## src/rtl/alu_arbiter_if.sv

```systemverilog
// Request, ALU and response signals of the shared-ALU arbiter bundled into one interface.
// The arbiter connects through the slave modport; issue logic, ALU and consumer use master.
interface alu_arbiter_if #(
    parameter int DATA_WIDTH = 8,
    parameter int FUNC_WIDTH = 4
);
    logic                  req0_valid;
    logic                  req0_ready;
    logic [FUNC_WIDTH-1:0] req0_func;
    logic [DATA_WIDTH-1:0] req0_op1;
    logic [DATA_WIDTH-1:0] req0_op2;

    logic                  req1_valid;
    logic                  req1_ready;
    logic [FUNC_WIDTH-1:0] req1_func;
    logic [DATA_WIDTH-1:0] req1_op1;
    logic [DATA_WIDTH-1:0] req1_op2;

    logic [FUNC_WIDTH-1:0] alu_func;
    logic [DATA_WIDTH-1:0] alu_op1;
    logic [DATA_WIDTH-1:0] alu_op2;
    logic [DATA_WIDTH-1:0] alu_result;

    logic                  resp_valid;
    logic                  resp_ready;
    logic                  resp_id;
    logic [DATA_WIDTH-1:0] resp_data;

    modport slave (
        input  req0_valid, req0_func, req0_op1, req0_op2,
        output req0_ready,
        input  req1_valid, req1_func, req1_op1, req1_op2,
        output req1_ready,
        output alu_func, alu_op1, alu_op2,
        input  alu_result,
        output resp_valid, resp_id, resp_data,
        input  resp_ready
    );

    modport master (
        output req0_valid, req0_func, req0_op1, req0_op2,
        input  req0_ready,
        output req1_valid, req1_func, req1_op1, req1_op2,
        input  req1_ready,
        input  alu_func, alu_op1, alu_op2,
        output alu_result,
        input  resp_valid, resp_id, resp_data,
        output resp_ready
    );
endinterface

```

## src/rtl/alu_arbiter.sv

```systemverilog
// Shares one registered ALU between two requesters, one op in flight, tagged response.
// Define ALU_ARB_FIXED_PRIO_EN for fixed req0 priority instead of round-robin.
module alu_arbiter #(
    parameter int DATA_WIDTH  = 8,
    parameter int FUNC_WIDTH  = 4,
    parameter int ALU_LATENCY = 1
) (
    input  logic             clk,
    input  logic             rst,
    alu_arbiter_if.slave     bus,
    output logic [1:0]       dbg_state
);
    // Handshakes: a transfer happens on a rising clk edge where valid && ready are both high.
    // reqN_ready is a combinational grant; resp_valid holds data stable until resp_ready.
    localparam int CW = (ALU_LATENCY < 1) ? 1 : $clog2(ALU_LATENCY + 1);
    localparam logic [CW-1:0] CNT_LAST = CW'(ALU_LATENCY);

    typedef enum logic [1:0] {
        IDLE = 2'd0,
        EXEC = 2'd1,
        RESP = 2'd2
    } state_t;

    state_t        state;
    logic [CW-1:0] cnt;
    logic          id_q;
    logic          grant1;
    logic          accept0;
    logic          accept1;

`ifdef ALU_ARB_FIXED_PRIO_EN
    assign grant1 = bus.req1_valid && !bus.req0_valid;
`else
    logic last_grant;
    // Under contention the requester that did not win last time goes next.
    assign grant1 = bus.req1_valid && (!bus.req0_valid || !last_grant);
`endif

    assign accept0 = rst && (state == IDLE) && bus.req0_valid && !grant1;
    assign accept1 = rst && (state == IDLE) && grant1;
    assign bus.req0_ready = accept0;
    assign bus.req1_ready = accept1;
    assign dbg_state = state;

    always_ff @(posedge clk or negedge rst) begin
        if (!rst) begin
            state          <= IDLE;
            cnt            <= '0;
            id_q           <= 1'b0;
            bus.alu_func   <= '0;
            bus.alu_op1    <= '0;
            bus.alu_op2    <= '0;
            bus.resp_valid <= 1'b0;
            bus.resp_id    <= 1'b0;
            bus.resp_data  <= '0;
`ifndef ALU_ARB_FIXED_PRIO_EN
            last_grant     <= 1'b1;
`endif
        end else begin
            case (state)
                IDLE: begin
                    if (accept0 || accept1) begin
                        bus.alu_func <= accept1 ? bus.req1_func : bus.req0_func;
                        bus.alu_op1  <= accept1 ? bus.req1_op1  : bus.req0_op1;
                        bus.alu_op2  <= accept1 ? bus.req1_op2  : bus.req0_op2;
                        id_q         <= accept1;
`ifndef ALU_ARB_FIXED_PRIO_EN
                        last_grant   <= accept1;
`endif
                        cnt          <= '0;
                        state        <= EXEC;
                    end
                end
                EXEC: begin
                    if (cnt == CNT_LAST) begin
                        bus.resp_data  <= bus.alu_result;
                        bus.resp_id    <= id_q;
                        bus.resp_valid <= 1'b1;
                        // ZERO opcode makes the ALU hold its result while we wait.
                        bus.alu_func   <= '0;
                        state          <= RESP;
                    end else begin
                        cnt <= cnt + 1'b1;
                    end
                end
                RESP: begin
                    if (bus.resp_ready) begin
                        bus.resp_valid <= 1'b0;
                        state          <= IDLE;
                    end
                end
                default: state <= IDLE;
            endcase
        end
    end
endmodule
```

## src/flat_wrapper.sv

```systemverilog
// flat-port wrapper written by rule: the top's interface ports become plain ports
module alu_arbiter_flat 
#(
    parameter int DATA_WIDTH  = 8,
    parameter int FUNC_WIDTH  = 4,
    parameter int ALU_LATENCY = 1
)
  (clk, rst, dbg_state, bus_req0_valid, bus_req0_func, bus_req0_op1, bus_req0_op2, bus_req0_ready, bus_req1_valid, bus_req1_func, bus_req1_op1, bus_req1_op2, bus_req1_ready, bus_alu_func, bus_alu_op1, bus_alu_op2, bus_alu_result, bus_resp_valid, bus_resp_id, bus_resp_data, bus_resp_ready);
  alu_arbiter_if #(.DATA_WIDTH(DATA_WIDTH), .FUNC_WIDTH(FUNC_WIDTH)) bus_i ();
  input  logic clk;
  input  logic rst;
  output logic [1:0] dbg_state;
  input wire logic [$bits(bus_i.req0_valid)-1:0] bus_req0_valid;
  input wire logic [$bits(bus_i.req0_func)-1:0] bus_req0_func;
  input wire logic [$bits(bus_i.req0_op1)-1:0] bus_req0_op1;
  input wire logic [$bits(bus_i.req0_op2)-1:0] bus_req0_op2;
  output wire logic [$bits(bus_i.req0_ready)-1:0] bus_req0_ready;
  input wire logic [$bits(bus_i.req1_valid)-1:0] bus_req1_valid;
  input wire logic [$bits(bus_i.req1_func)-1:0] bus_req1_func;
  input wire logic [$bits(bus_i.req1_op1)-1:0] bus_req1_op1;
  input wire logic [$bits(bus_i.req1_op2)-1:0] bus_req1_op2;
  output wire logic [$bits(bus_i.req1_ready)-1:0] bus_req1_ready;
  output wire logic [$bits(bus_i.alu_func)-1:0] bus_alu_func;
  output wire logic [$bits(bus_i.alu_op1)-1:0] bus_alu_op1;
  output wire logic [$bits(bus_i.alu_op2)-1:0] bus_alu_op2;
  input wire logic [$bits(bus_i.alu_result)-1:0] bus_alu_result;
  output wire logic [$bits(bus_i.resp_valid)-1:0] bus_resp_valid;
  output wire logic [$bits(bus_i.resp_id)-1:0] bus_resp_id;
  output wire logic [$bits(bus_i.resp_data)-1:0] bus_resp_data;
  input wire logic [$bits(bus_i.resp_ready)-1:0] bus_resp_ready;
  assign bus_i.req0_valid = bus_req0_valid;
  assign bus_i.req0_func = bus_req0_func;
  assign bus_i.req0_op1 = bus_req0_op1;
  assign bus_i.req0_op2 = bus_req0_op2;
  assign bus_req0_ready = bus_i.req0_ready;
  assign bus_i.req1_valid = bus_req1_valid;
  assign bus_i.req1_func = bus_req1_func;
  assign bus_i.req1_op1 = bus_req1_op1;
  assign bus_i.req1_op2 = bus_req1_op2;
  assign bus_req1_ready = bus_i.req1_ready;
  assign bus_alu_func = bus_i.alu_func;
  assign bus_alu_op1 = bus_i.alu_op1;
  assign bus_alu_op2 = bus_i.alu_op2;
  assign bus_i.alu_result = bus_alu_result;
  assign bus_resp_valid = bus_i.resp_valid;
  assign bus_resp_id = bus_i.resp_id;
  assign bus_resp_data = bus_i.resp_data;
  assign bus_i.resp_ready = bus_resp_ready;
  alu_arbiter #(.DATA_WIDTH(DATA_WIDTH), .FUNC_WIDTH(FUNC_WIDTH), .ALU_LATENCY(ALU_LATENCY)) u_core (.clk(clk), .rst(rst), .bus(bus_i), .dbg_state(dbg_state));
endmodule
```

## config.mk

```make
export PLATFORM = sky130hd
export DESIGN_NAME = alu_arbiter_flat
export DESIGN_NICKNAME = d
export VERILOG_FILES = /design/src/rtl/alu_arbiter_if.sv /design/src/rtl/alu_arbiter.sv /design/src/flat_wrapper.sv
export SDC_FILE = /design/constraint.sdc
export NUM_CORES = 1
export LEC_CHECK = 0
export BUFFER_PORTS_ARGS = -buffer_cell sky130_fd_sc_hd__buf_2
export CORE_MARGIN = 3
export CORE_UTILIZATION = 39
export DETAILED_ROUTE_END_ITERATION = 10
export PLACE_DENSITY = 0.75
export SLEW_MARGIN = 20
export SYNTH_ARGS = -nofsm -noshare
export SYNTH_HDL_FRONTEND = slang
export SYNTH_SLANG_ARGS = --single-unit
```

## constraint.sdc

```tcl
create_clock -name clk -period 1.33 [get_ports clk]
set_input_delay 0.266 -clock clk [delete_from_list [all_inputs] [get_ports clk]]
set_output_delay 0.266 -clock clk [all_outputs]
set_load 0.005 [all_outputs]
```

Word level (Yosys, flattened, before mapping). Index checks and enable logic that the tools add are counted.

$add $sub $neg: 1. Multipliers: 0. Div/mod/pow operators: 0. Order comparisons: 0. Eq/ne operators: 5. Shifts and indexed selects: 0. Mux-type cells: 16. Bitwise operators: 0. Reduce and logical (&&, ||, !) cells: 19.

Operators with widths (count): two-way mux 8 bit (2); two-way mux 4 bit (3); AND reduction 3 bit (3); case mux 4 bit (2 select lines) (1); two-way mux 2 bit (3); case mux 2 bit (3 select lines) (1); AND reduction 2 bit (3); logical AND 1 bit (5); two-way mux 1 bit (4); != test 2 bit (second input constant) (2); case mux 1 bit (2 select lines) (2); nonzero test 2 bit (2); logical NOT 1 bit (3); == test 2 x 1 -> 1 bit (second input constant) (1); == test 2 bit (second input constant) (1); logical NOT 2 bit (1); logical OR 1 bit (2); != test 2 x 1 -> 1 bit (second input constant) (1); adder 1 bit (second input constant) (1).

Register bits after elaboration: 35. Bits in latches: 0. RAM bits: 0. Memory bits (read-only): 0. Bits of input ports: 53. Output and inout bits: 34. Logic and storage cells: 51. Memories kept: 0.

Longest topological paths before layout. Gate-level depths: netlist (run 1).

Depth in word-level cells: 8. Depth in mapped cells: 6. Gate-level depth less buffers: 4.

Worst setup path after synthesis (run 1). No wires, ideal clock.

Kind: reg-to-output. From: register u_core.state[0], in the netlist u_core.dbg_state[0]. To: output bus_req1_ready. Arrival time: 1.192 ns. Required time: 1.064 ns. Path slack: -0.128 ns. Cell stages (with the launch flop): 6. Buffers on the path: 2. Path through: dfrtp_1 > nor3b_2 > nand2_1 > buf_2 > buf_2 > inv_1.

Longest elaborated chain between the ends: 3.

RTL lines: from (decl) (RTL line alu_arbiter.sv:24) `state_t state;`; from (signal assigned) (RTL line alu_arbiter.sv:47) `state <= IDLE;`; from (signal assigned) (RTL line alu_arbiter.sv:71) `state <= EXEC;`; from (signal assigned) (RTL line alu_arbiter.sv:81) `state <= RESP;`; logical NOT 2 bit (RTL line alu_arbiter.sv:40) `assign accept1 = rst && (state == IDLE) && grant1;`; logical AND 1 bit (2 in series) (RTL line alu_arbiter.sv:40); to (decl) (RTL line flat_wrapper.sv:22) `output wire logic [$bits(bus_i.req1_ready)-1:0] bus_req1_ready;`.

Every way passes these cells.

Worst setup path after layout (run 1).
From: register u_core.state[1], in the netlist u_core.dbg_state[1]. To: output bus_req0_ready.

Longest elaborated chain between the ends: 4.

RTL lines: logical NOT 2 bit (RTL line alu_arbiter.sv:39) `assign accept0 = rst && (state == IDLE) && bus.req0_valid && !grant1;`; logical AND 1 bit (3 in series) (RTL line alu_arbiter.sv:39); to (decl) (RTL line flat_wrapper.sv:17) `output wire logic [$bits(bus_i.req0_ready)-1:0] bus_req0_ready;`.

Every way passes these cells.

==> results of run 1 <==
==> metrics by stage <==
step,std cells,power (mW),instance area (sq um),setup WS [ns],TNS (ns)
3_3_place_gp,295,3.68,2130,0.00510,0
2_1_floorplan,153,2.82,1550,-0.0541,-0.0891
3_5_place_dp,295,3.75,2130,-0.0335,-0.226
4_1_cts,305,4.50,2250,-0.227,-1.02
5_1_grt,306,4.91,2320,-0.289,-2.58
6_report,306,4.54,2320,-0.217,-1.24
==> cell families (layout without fill, tap and decap cells) <==
family | Yosys count | count (layout) | share of synthesized area, %
simple gates | 63 | 63 | 16.8
mux | 12 | 12 | 8.55
flops | 35 | 35 | 57.6
compound gates | 31 | 31 | 13.0
buf+inv | 12 | 117 | 4.03
==> routing by layer <==
layer | wire [microns] | up-vias
met2 | 1930 | 43
met4 | 22 | 0
met3 | 273 | 2
li1 | - | 727
met1 | 1560 | 681
met5 | 0 | -
==> Yosys cell counts, types with 2 or more instances <==
cell type  instances
nand2_1           39
dfrtp_1           34
nor2_1            18
a31oi_1           16
mux2_2             8
o21ai_0            5
buf_2              4
inv_1              4
mux2i_1            4
o2bb2ai_1          4
a21oi_1            3
clkbuf_1           2
nand2b_1           2
==> final timing paths <==
check,depth (start not counted),slack [ns],start,to
setup / recovery,5,-0.22,u_core.dbg_state[1],bus_req0_ready
hold / removal,2,0.02,rst,u_core.bus.alu_op2[5]
setup reg to reg,6,-0.09,u_core.dbg_state[1],u_core.bus.alu_op2[7]
hold reg to reg,2,0.48,u_core.last_grant,u_core.last_grant
max in group asynchronous,3,0.66,rst,u_core.dbg_state[1]
min in group clk,2,0.19,bus_resp_ready,u_core.dbg_state[1]
==> registers in the layout (all words and copies together), names as in the netlist <==
name,count
u_core.last_grant,1
u_core.bus.alu_op2,8
u_core.bus.resp_id,1
u_core.bus.resp_data,8
u_core.bus.resp_valid,1
u_core.bus.alu_op1,8
u_core.dbg_state,2
u_core.cnt,1
u_core.id_q,1
u_core.bus.alu_func,4
==> cell usage in the layout (no fill, tap or decap), types with 2 or more instances in the layout <==
cell type  count
a21oi_1        3
a31oi_1       16
buf_12         3
buf_2         85
buf_4          8
buf_6          7
clkbuf_1       3
clkbuf_8       5
dfrtp_1       32
dfrtp_2        2
inv_1          2
inv_2          2
mux2_2         8
mux2i_1        4
nand2_1       38
nand2b_1       2
nor2_1        13
nor2_2         3
nor2_4         2
o21ai_0        5
o2bb2ai_1      3
==> layout make-up <==
class / instances / share of cell area (%)
flip-flops and latches: 35 / 37.8
repair buffers: 105 / 28.4
multi-input cells: 106 / 27.1
clock buffers: 8 / 3.44
well taps: 48 / 2.58
inverters: 4 / 0.646
==> power groups by stage <==
stage	clock, mW	sequential, mW	combinational, mW
2_1_floorplan	0	1.96	0.867
3_3_place_gp	0	1.86	1.83
3_5_place_dp	0	1.87	1.87
4_1_cts	0.730	1.86	1.91
5_1_grt	0.776	1.92	2.22
6_report	0.698	1.87	1.97
==> worst max-delay path, cell delays in order (launching register included) <==
cell and delay (ns):
dfrtp_2 0.41, nor3b_2 0.20, buf_4 0.15, nand2_4 0.05, nor2_4 0.10, buf_2 0.11
==> repair_timing <==
| item | 4_1_cts | 5_1_grt |
|---|---|---|
| pin swaps | 1 | 3 |
| endpoints found under the hold margin | 11 | 0 |
| endpoints found under the setup margin | 18 | 29 |
| gates cloned | 0 | 1 |
| resized for setup | 7 | 15 |
| hold buffers | 1 | 0 |
| setup buffers | 2 | 2 |
==> results.md, run 1 <==
- Violated checks: setup timing
- Diodes inserted: 0
- Global Route Usage Sum: around 15%
- Final global-route overflow total: 0
- Final nets: between 300 and 400
- Detailed-placement wirelength estimate: 2790 microns
- Synth async-reset ratio: 100%
- Area of the multi-input gates: 631 sq um
- Final Skew: 0.00935 ns
- Die Wd: approximately 68 microns
- Total core area: around 0.0037 sq mm
- Mapped Avg Cell Area: roughly 10 sq um
- Crit Path Class: flop to output pin
- Number of warning messages in the yosys log: 0
- CP Max Fanout: 2
- Placer Congestion: approximately 0.75
- Most Crowded Layer GR: met2
- Register Area: between 800 and 900 sq um
- Wire per inst: around 12 microns
- Residual DRC: 0
- Die Span Y: 68.5 microns
- Sw Ratio: 32.3%
- Slew HR: 79.2%
- Switching pwr: 1.47 mW
- Vias in the first global route: ~1200
- WHS: between 0.015 and 0.02 ns
- Status: finished, violations left
- Clock power share: 15.4%
- Clock root cell: clkbuf_8
- CP Launch Type: flop
- Worst Setup End Kind: output pin
- Worst skew pair latency: 0.27 ns
- Site Rows: 22
- Required time of the critical path: 1.06 ns
- Post-route ant nets: 0
- Register area share after synthesis: just under 60%
- Inserted Clock Buffers: 5
- Final min period: 1.55 ns
- Die ar.: around 0.0047 sq mm
- Area share of the largest cell type after synthesis: a little under three fifths
- Maximum root-to-sink buffer count: 2
- Comb power frac: roughly 43%
- Netlist cell types: 23
- Initial antenna violation count: 0
- Largest area contributor in the netlist: dfrtp_1
- Wire length of the first global-routing pass: about 5200 microns
- Peak supply drop: between 1 and 1.5 mV
- CTS H-tree depth: 2
- Critical path data arrival time: between 1 and 1.5 ns
- Syn Inst Count: between 150 and 200
- CTS tree: done
- WL final: between 3000 and 4000 microns
- Worst Tran Pin Value: 0.309 ns
- Largest net degree at the start of global routing: 25
- Max-cap viol count: 0
- Starting density of the core: between 40% and 50%
- #FFs+latches synth: 35
- GR Util met2: about a quarter
- Vias/cell: ~4.7
- P_leak: ~1.2 nW
- Fin crit share: 116%
- Fmax: between 600 and 700 MHz
- Post-synth EDFFs: 0
- Share of power burned in registers: between 40% and 50%
- Top_reg_cell synth: dfrtp_1
- Fillcell total: ~320
- Worst-path clk slew: about 0.07 ns
- RSZ-0062 raised after global routing: yes
- I/O Buffers: 86
- Mapped Area: 0.00152 sq mm
- Hold Path Class: input port to async pin
- DR pass1 iterations: 4
- Via count: roughly 1500
- Min setup slack post-route: -0.217 ns
- Layout cell share with drive strength beyond 1: between 50% and 60%
- Area grow syn2layout: 52.7%
- Pint: ~3.1 mW
- GR Layer Usage met1: about 17%
- Post-layout util: 62.6%
- CTS Sinks: 35
- Final Hold Viols: 0
- Slew Viols, Final: 0
- Met3 Usage GRT: around 4.1%
- Synthesized Nets: about 210
- I/O pins: 87
- PD cells: approximately 2000 mW/mm^2
- Setup-failing EPs final: 18
- Top post-synthesis cells by area: dfrtp_1 56%, nand2_1 9.6%, a31oi_1 6.6%, mux2_2 5.9%, nor2_1 4.4%
- Initial DRC Count: 51
Note: power is estimated with default switching activity, not from simulation.
==> inputs of run 2 (changes only) <==
==> constraint.sdc (replaced) <==
create_clock -name clk -period 1.33 [get_ports clk]
set_input_delay 0.1995 -clock clk [delete_from_list [all_inputs] [get_ports clk]]
set_output_delay 0.1995 -clock clk [all_outputs]
set_load 0.005 [all_outputs]
==> results.md, run 2 (synthesis results as in run 1) <==
- Final min period: 1.52 ns (-0.0310 ns)
- Wire per inst: 14.4 microns (+16%)
- Worst Hold Endpoint: u_core.dbg_state[1]
- Placer Congestion: 0.725 (-3.1%)
- R2R Setup Slk: -0.11 ns (-0.02 ns)
- Die Wd: 68.5 microns (unchanged)
- CP delay by family, top: flip-flops
- Highest-count cells in the layout ignoring fill and taps: 85 x buf_2, 38 x nand2_1, 32 x dfrtp_1
- Final Hold Viols: 0 (unchanged)
- Die ar.: 0.00469 sq mm (unchanged)
- Hold Path Cell Cnt: 2
- CTS tree: done
- Design Power: 4.84 mW (+6.8%)
- Critical path data arrival time: 1.32 ns (+0.04 ns)
- Max-cap viol count: 0 (unchanged)
- Residual DRC: 0 (unchanged)
- RSZ-0062 raised after global routing: yes
- Worst Tran Pin Value: 0.283 ns (-0.0255 ns)
- Vias/cell: 4.95 (+4.3%)
- Setup-failing EPs final: 21 (+3)
- WL final: 4370 microns (+16%)
- R2R Path Start: u_core.dbg_state[1]
- Starting density of the core: 41.0% (unchanged)
- CP Launch Type: flop
- Worst Hold Launch: bus_resp_ready
- Slew Viols, Final: 0 (unchanged)
- Worst skew pair latency: 0.29 ns (+0.02 ns)
- R2r worst-path depth: 5 (-1)
- Inserted Clock Buffers: 5 (unchanged)
- Diodes inserted: 0 (unchanged)
- Vias in the first global route: 1444 (+16%)
- Required time of the critical path: 1.13 ns (+0.07 ns)
- Layout cell share with drive strength beyond 1: 53.9% (+2.4 points)
- Final global-route overflow total: 0 (unchanged)
- Wire length of the first global-routing pass: 6200 microns (+19%)
- Fin area: 0.00242 sq mm (+4.0%)
- DR pass1 iterations: 4 (unchanged)
- CP max stage delay: 0.44 ns (+0.03 ns)
- Violated checks: setup timing
- Area grow syn2layout: 58.8%
- P_leak: 1.21 nW (+0.11%)
- CTS H-tree depth: 2 (unchanged)
- Total core area: 0.00372 sq mm (unchanged)
- Leading cell type in the layout, fill and taps excluded: buf_2
- Placed insts: 290 (-1.7%)
- Critical-path cell list: nor3b_4 -> nand2_2 -> buf_12 -> clkinv_4 -> buf_6
- Worst Setup End Kind: output pin
- Placed cell area: 0.00209 sq mm (-1.9%)
- Clock root cell: clkbuf_8
- Setup TNS: -1.12 ns (+0.120 ns)
- Final Skew: 0.00837 ns (-0.000973 ns)
- Largest net degree at the start of global routing: 25 (unchanged)
- I/O pins: 87 (unchanged)
- WHS: 0.105 ns (+0.0852 ns)
- Min setup slack post-route: -0.186 ns (+0.0310 ns)
- Initial antenna violation count: 0 (unchanged)
- Final non-filler cell total: 304 (-0.65%)
- Crit path max-delay cell type: dfrtp_2
- Fin crit share: 114% (-2.3 points)
- Levels on crit path: 5 (unchanged)
- Final nets: 308 (-0.65%)
- Top Registers: u_core.bus.alu_op1 (8), u_core.bus.alu_op2 (8), u_core.bus.resp_data (8)
- Worst-path clk slew: 0.06 ns (about the same)
- Die Span Y: 68.5 microns (unchanged)
- Worst Path Buf+Inv: 3 (+1)
- I/O Buffers: 86 (unchanged)
- CTS Sinks: 35 (unchanged)
- Crit Path Class: flop to output pin
- Initial DRC Count: 92 (+80%)
- CP Max Fanout: 4 (+2)
- Fillcell total: 321 (unchanged)
- Global Route Usage Sum: 17.9% (+2.8 points)
- Detailed-placement wirelength estimate: 2760 microns (-1.2%)
- PD cells: 2000 mW/mm^2 (+2.7%)
- Hold Path Class: input port to flop
- Via count: 1505 (+3.6%)
- Post-route ant nets: 0 (unchanged)
- Fmax: 660 MHz (+2.0%)
- Site Rows: 22 (unchanged)
- Maximum root-to-sink buffer count: 2 (unchanged)
- Slew HR: 80.9% (+1.7 points)
- Peak supply drop: 1.02 mV (-15%)
- Reg2reg end: u_core.bus.alu_op2[5]
- Status: finished, violations left
-- run 2: per-stage QoR --
stage | setup slack, ns | util, %
after floorplan | -0.00617 | -
after global placement | 0.0192 | 56.2
after detailed placement | -0.0105 | 56.2
after CTS | -0.187 | 62.6
after global routing | -0.252 | 65.1
final | -0.186 | 65.1
-- run 2: report_power, final --
part / total [mW] / internal [mW] / switching (mW)
Sequential: 1.91 / 1.61 / 0.304
Clock: 0.729 / 0.367 / 0.362
Combinational: 2.20 / 1.21 / 0.992
Total: 4.84 / 3.19 / 1.66
-- run 2: worst reg2reg max path, cell delays in order, from the launching register on --
cell,delay (ns)
dfrtp_2,0.44
nor3b_4,0.24
and2_1,0.20
buf_12,0.15
nand2_1,0.09
a31oi_1,0.23
-- run 2: metal layers --
layer | share of wire, % | vias to the layer above | GRT usage (%) | wire, microns
met3 | 7.4 | 7 | 4.60 | 323
met2 | 52 | 56 | 31.7 | 2260
met4 | 1.4 | 0 | 6.20 | 59
met5 | 0 | - | 0 | 0
met1 | 39 | 718 | 20.6 | 1720
li1 | - | 724 | - | -
-- run 2: what timing repair did --
action / in CTS / in global routing
cloned: 1 / 1
hold endpoints to repair: 34 / 0
pin swaps: 2 / 3
resized for setup: 15 / 17
setup endpoints to repair: 10 / 32
hold buffers: 1 / 0
buffers inserted: 2 / 2
-- run 2: layout make-up --
class	instances	area [sq um]	area share, %
Clock inverter	1	5.00	0.207
Tap cell	48	60.1	2.48
Timing Repair Buffer	103	649	26.8
Multi-Input combinational cell	106	728	30.1
Inverter	4	20.0	0.828
Sequential cell	35	880	36.4
Clock buffer	7	76.3	3.16
-- run 2: how the worst max path moves through the flow --
stage	start	endpoint	slack, ns
after CTS	u_core.dbg_state[0]	bus_req1_ready	-0.19
after detailed placement	u_core.dbg_state[1]	u_core.bus.alu_op2[7]	-0.01
after global placement	u_core.dbg_state[1]	bus_req1_ready	0.02
after floorplan	u_core.dbg_state[1]	bus_req0_ready	-0.006
after global routing	u_core.dbg_state[1]	bus_req0_ready	-0.25
final	u_core.dbg_state[1]	bus_req1_ready	-0.19
==> inputs of run 3 (changes only) <==
--- a/config.mk
+++ b/config.mk
@@ -14,3 +14,4 @@
 export SYNTH_ARGS = -nofsm -noshare
 export SYNTH_HDL_FRONTEND = slang
 export SYNTH_SLANG_ARGS = --single-unit
+export TNS_END_PERCENT = 5
==> results.md, run 3 (synthesis results as in run 1) <==
- Status: finished, violations left
- Violated checks: setup timing
- Final Skew: 0.00624 ns (-0.00213 ns)
- Wire length of the first global-routing pass: 5910 microns (-4.7%)
- Critical path data arrival time: 1.31 ns (about the same)
- PD cells: 1990 mW/mm^2 (-0.51%)
- Design Power: 4.57 mW (-5.7%)
- Maximum root-to-sink buffer count: 2 (unchanged)
- Leading cell type in the layout, fill and taps excluded: buf_2
- Total core area: 0.00372 sq mm (unchanged)
- Slew Viols, Final: 0 (unchanged)
- I/O Buffers: 86 (unchanged)
- Post-route ant nets: 0 (unchanged)
- I/O pins: 87 (unchanged)
- Placer Congestion: 0.725 (unchanged)
- Peak supply drop: 1.02 mV (+0.42%)
- WL final: 3880 microns (-11%)
- Setup TNS: -0.500 ns (+0.624 ns)
- CP Launch Type: flop
- Detailed-placement wirelength estimate: 2760 microns (unchanged)
- CTS Sinks: 35 (unchanged)
- Hold Path Class: input port to flop
- Site Rows: 22 (unchanged)
- Inserted Clock Buffers: 5 (unchanged)
- Starting density of the core: 41.0% (unchanged)
- Top Registers: u_core.bus.alu_op1 (8), u_core.bus.alu_op2 (8), u_core.bus.resp_data (8)
- CP Max Fanout: 3 (-1)
- Fillcell total: 333 (+3.7%)
- DR pass1 iterations: 4 (unchanged)
- Initial antenna violation count: 0 (unchanged)
- Crit Path Class: flop to output pin
- Worst Tran Pin Value: 0.285 ns (+0.00143 ns)
- Highest-count cells in the layout ignoring fill and taps: 85 x buf_2, 38 x nand2_1, 32 x dfrtp_1
- RSZ-0062 raised after global routing: yes
- Fin area: 0.00229 sq mm (-5.2%)
- Clock root cell: clkbuf_8
- Placed insts: 290 (unchanged)
- Final non-filler cell total: 302 (-0.66%)
- Worst-path clk slew: 0.07 ns (about the same)
- Worst skew pair latency: 0.28 ns (about the same)
- Setup-failing EPs final: 10 (-52%)
- Layout cell share with drive strength beyond 1: 50.4% (-3.5 points)
- CTS H-tree depth: 2 (unchanged)
- Final min period: 1.51 ns (-0.00130 ns)
- Vias/cell: 4.81 (-2.8%)
- Fin crit share: 114% (about the same)
- Global Route Usage Sum: 17.1% (-0.77 points)
- Area grow syn2layout: 50.5%
- Worst Setup End Kind: output pin
- Diodes inserted: 0 (unchanged)
- WHS: 0.107 ns (+0.00249 ns)
- Residual DRC: 0 (unchanged)
- Slew HR: 80.8% (-0.096 points)
- Placed cell area: 0.00209 sq mm (unchanged)
- Final Hold Viols: 0 (unchanged)
- Fmax: 660 MHz (about the same)
- Largest net degree at the start of global routing: 25 (unchanged)
- Initial DRC Count: 82 (-11%)
- Vias in the first global route: 1342 (-7.1%)
- Via count: 1453 (-3.5%)
- Die ar.: 0.00469 sq mm (unchanged)
- R2r worst-path depth: 6 (+1)
- Final global-route overflow total: 0 (unchanged)
- Max-cap viol count: 0 (unchanged)
- Required time of the critical path: 1.13 ns (about the same)
- Hold Path Cell Cnt: 2 (unchanged)
- Die Span Y: 68.5 microns (unchanged)
- Final nets: 306 (-0.65%)
- P_leak: 1.19 nW (-1.8%)
- Wire per inst: 12.8 microns (-11%)
- Die Wd: 68.5 microns (unchanged)
- CTS tree: done
- Min setup slack post-route: -0.184 ns (+0.00130 ns)
-- run 3: final timing paths --
kind,start,end,slack (ns)
max in group asynchronous,rst,u_core.last_grant,0.48
worst max register to register,u_core.dbg_state[0],u_core.bus.alu_op1[0],-0.03
worst min-delay path,bus_resp_ready,u_core.dbg_state[1],0.11
worst max-delay path,u_core.dbg_state[0],bus_req1_ready,-0.18
worst min register to register,u_core.last_grant,u_core.last_grant,0.47
min in group asynchronous,rst,u_core.dbg_state[0],0.50
-- run 3: cell type report --
cell class | instances | area [sq um] | share of cell area [%]
Clock inverter | 1 | 5.00 | 0.218
Sequential cell | 35 | 880 | 38.4
Multi-Input combinational cell | 106 | 636 | 27.7
Timing Repair Buffer | 101 | 621 | 27.1
Clock buffer | 7 | 76.3 | 3.33
Tap cell | 48 | 60.1 | 2.62
Inverter | 4 | 15.0 | 0.655
-- run 3: repair_timing --
item / in CTS / in global routing
hold endpoints to repair: 34 / 0
pin swaps: 2 / 1
setup buffers: 2 / 0
setup endpoints to repair: 10 / 33
hold buffers: 1 / 0
cloned: 1 / 0
gates resized for setup: 4 / 14
-- run 3: worst max-delay path, stage by stage, from the launching register on --
cell     delay, ns
dfrtp_2       0.42
nor3b_4       0.23
nand2_2       0.11
buf_12        0.14
inv_2         0.04
buf_6         0.08
-- run 3: report_power, final --
part | switching [mW] | leakage [nW] | internal (mW)
logic | 0.866 | 0.733 | 1.08
clock network | 0.355 | 0.0422 | 0.367
registers | 0.288 | 0.413 | 1.61
total | 1.51 | 1.19 | 3.06
-- run 3: through the flow --
stage / worst slack, ns / util (%)
after floorplan: -0.00617 / -
after CTS: -0.173 / 60.2
final: -0.184 / 61.7
after detailed placement: -0.0105 / 56.2
after global placement: 0.0192 / 56.2
after global routing: -0.243 / 61.7
-- run 3: metal layers --
layer | global-route usage, % | up-vias | wire length, microns
li1 | - | 723 | -
met1 | 20.6 | 665 | 1600
met2 | 28.5 | 58 | 1870
met3 | 4.93 | 7 | 340
met4 | 6.95 | 0 | 62
met5 | 0 | - | 0
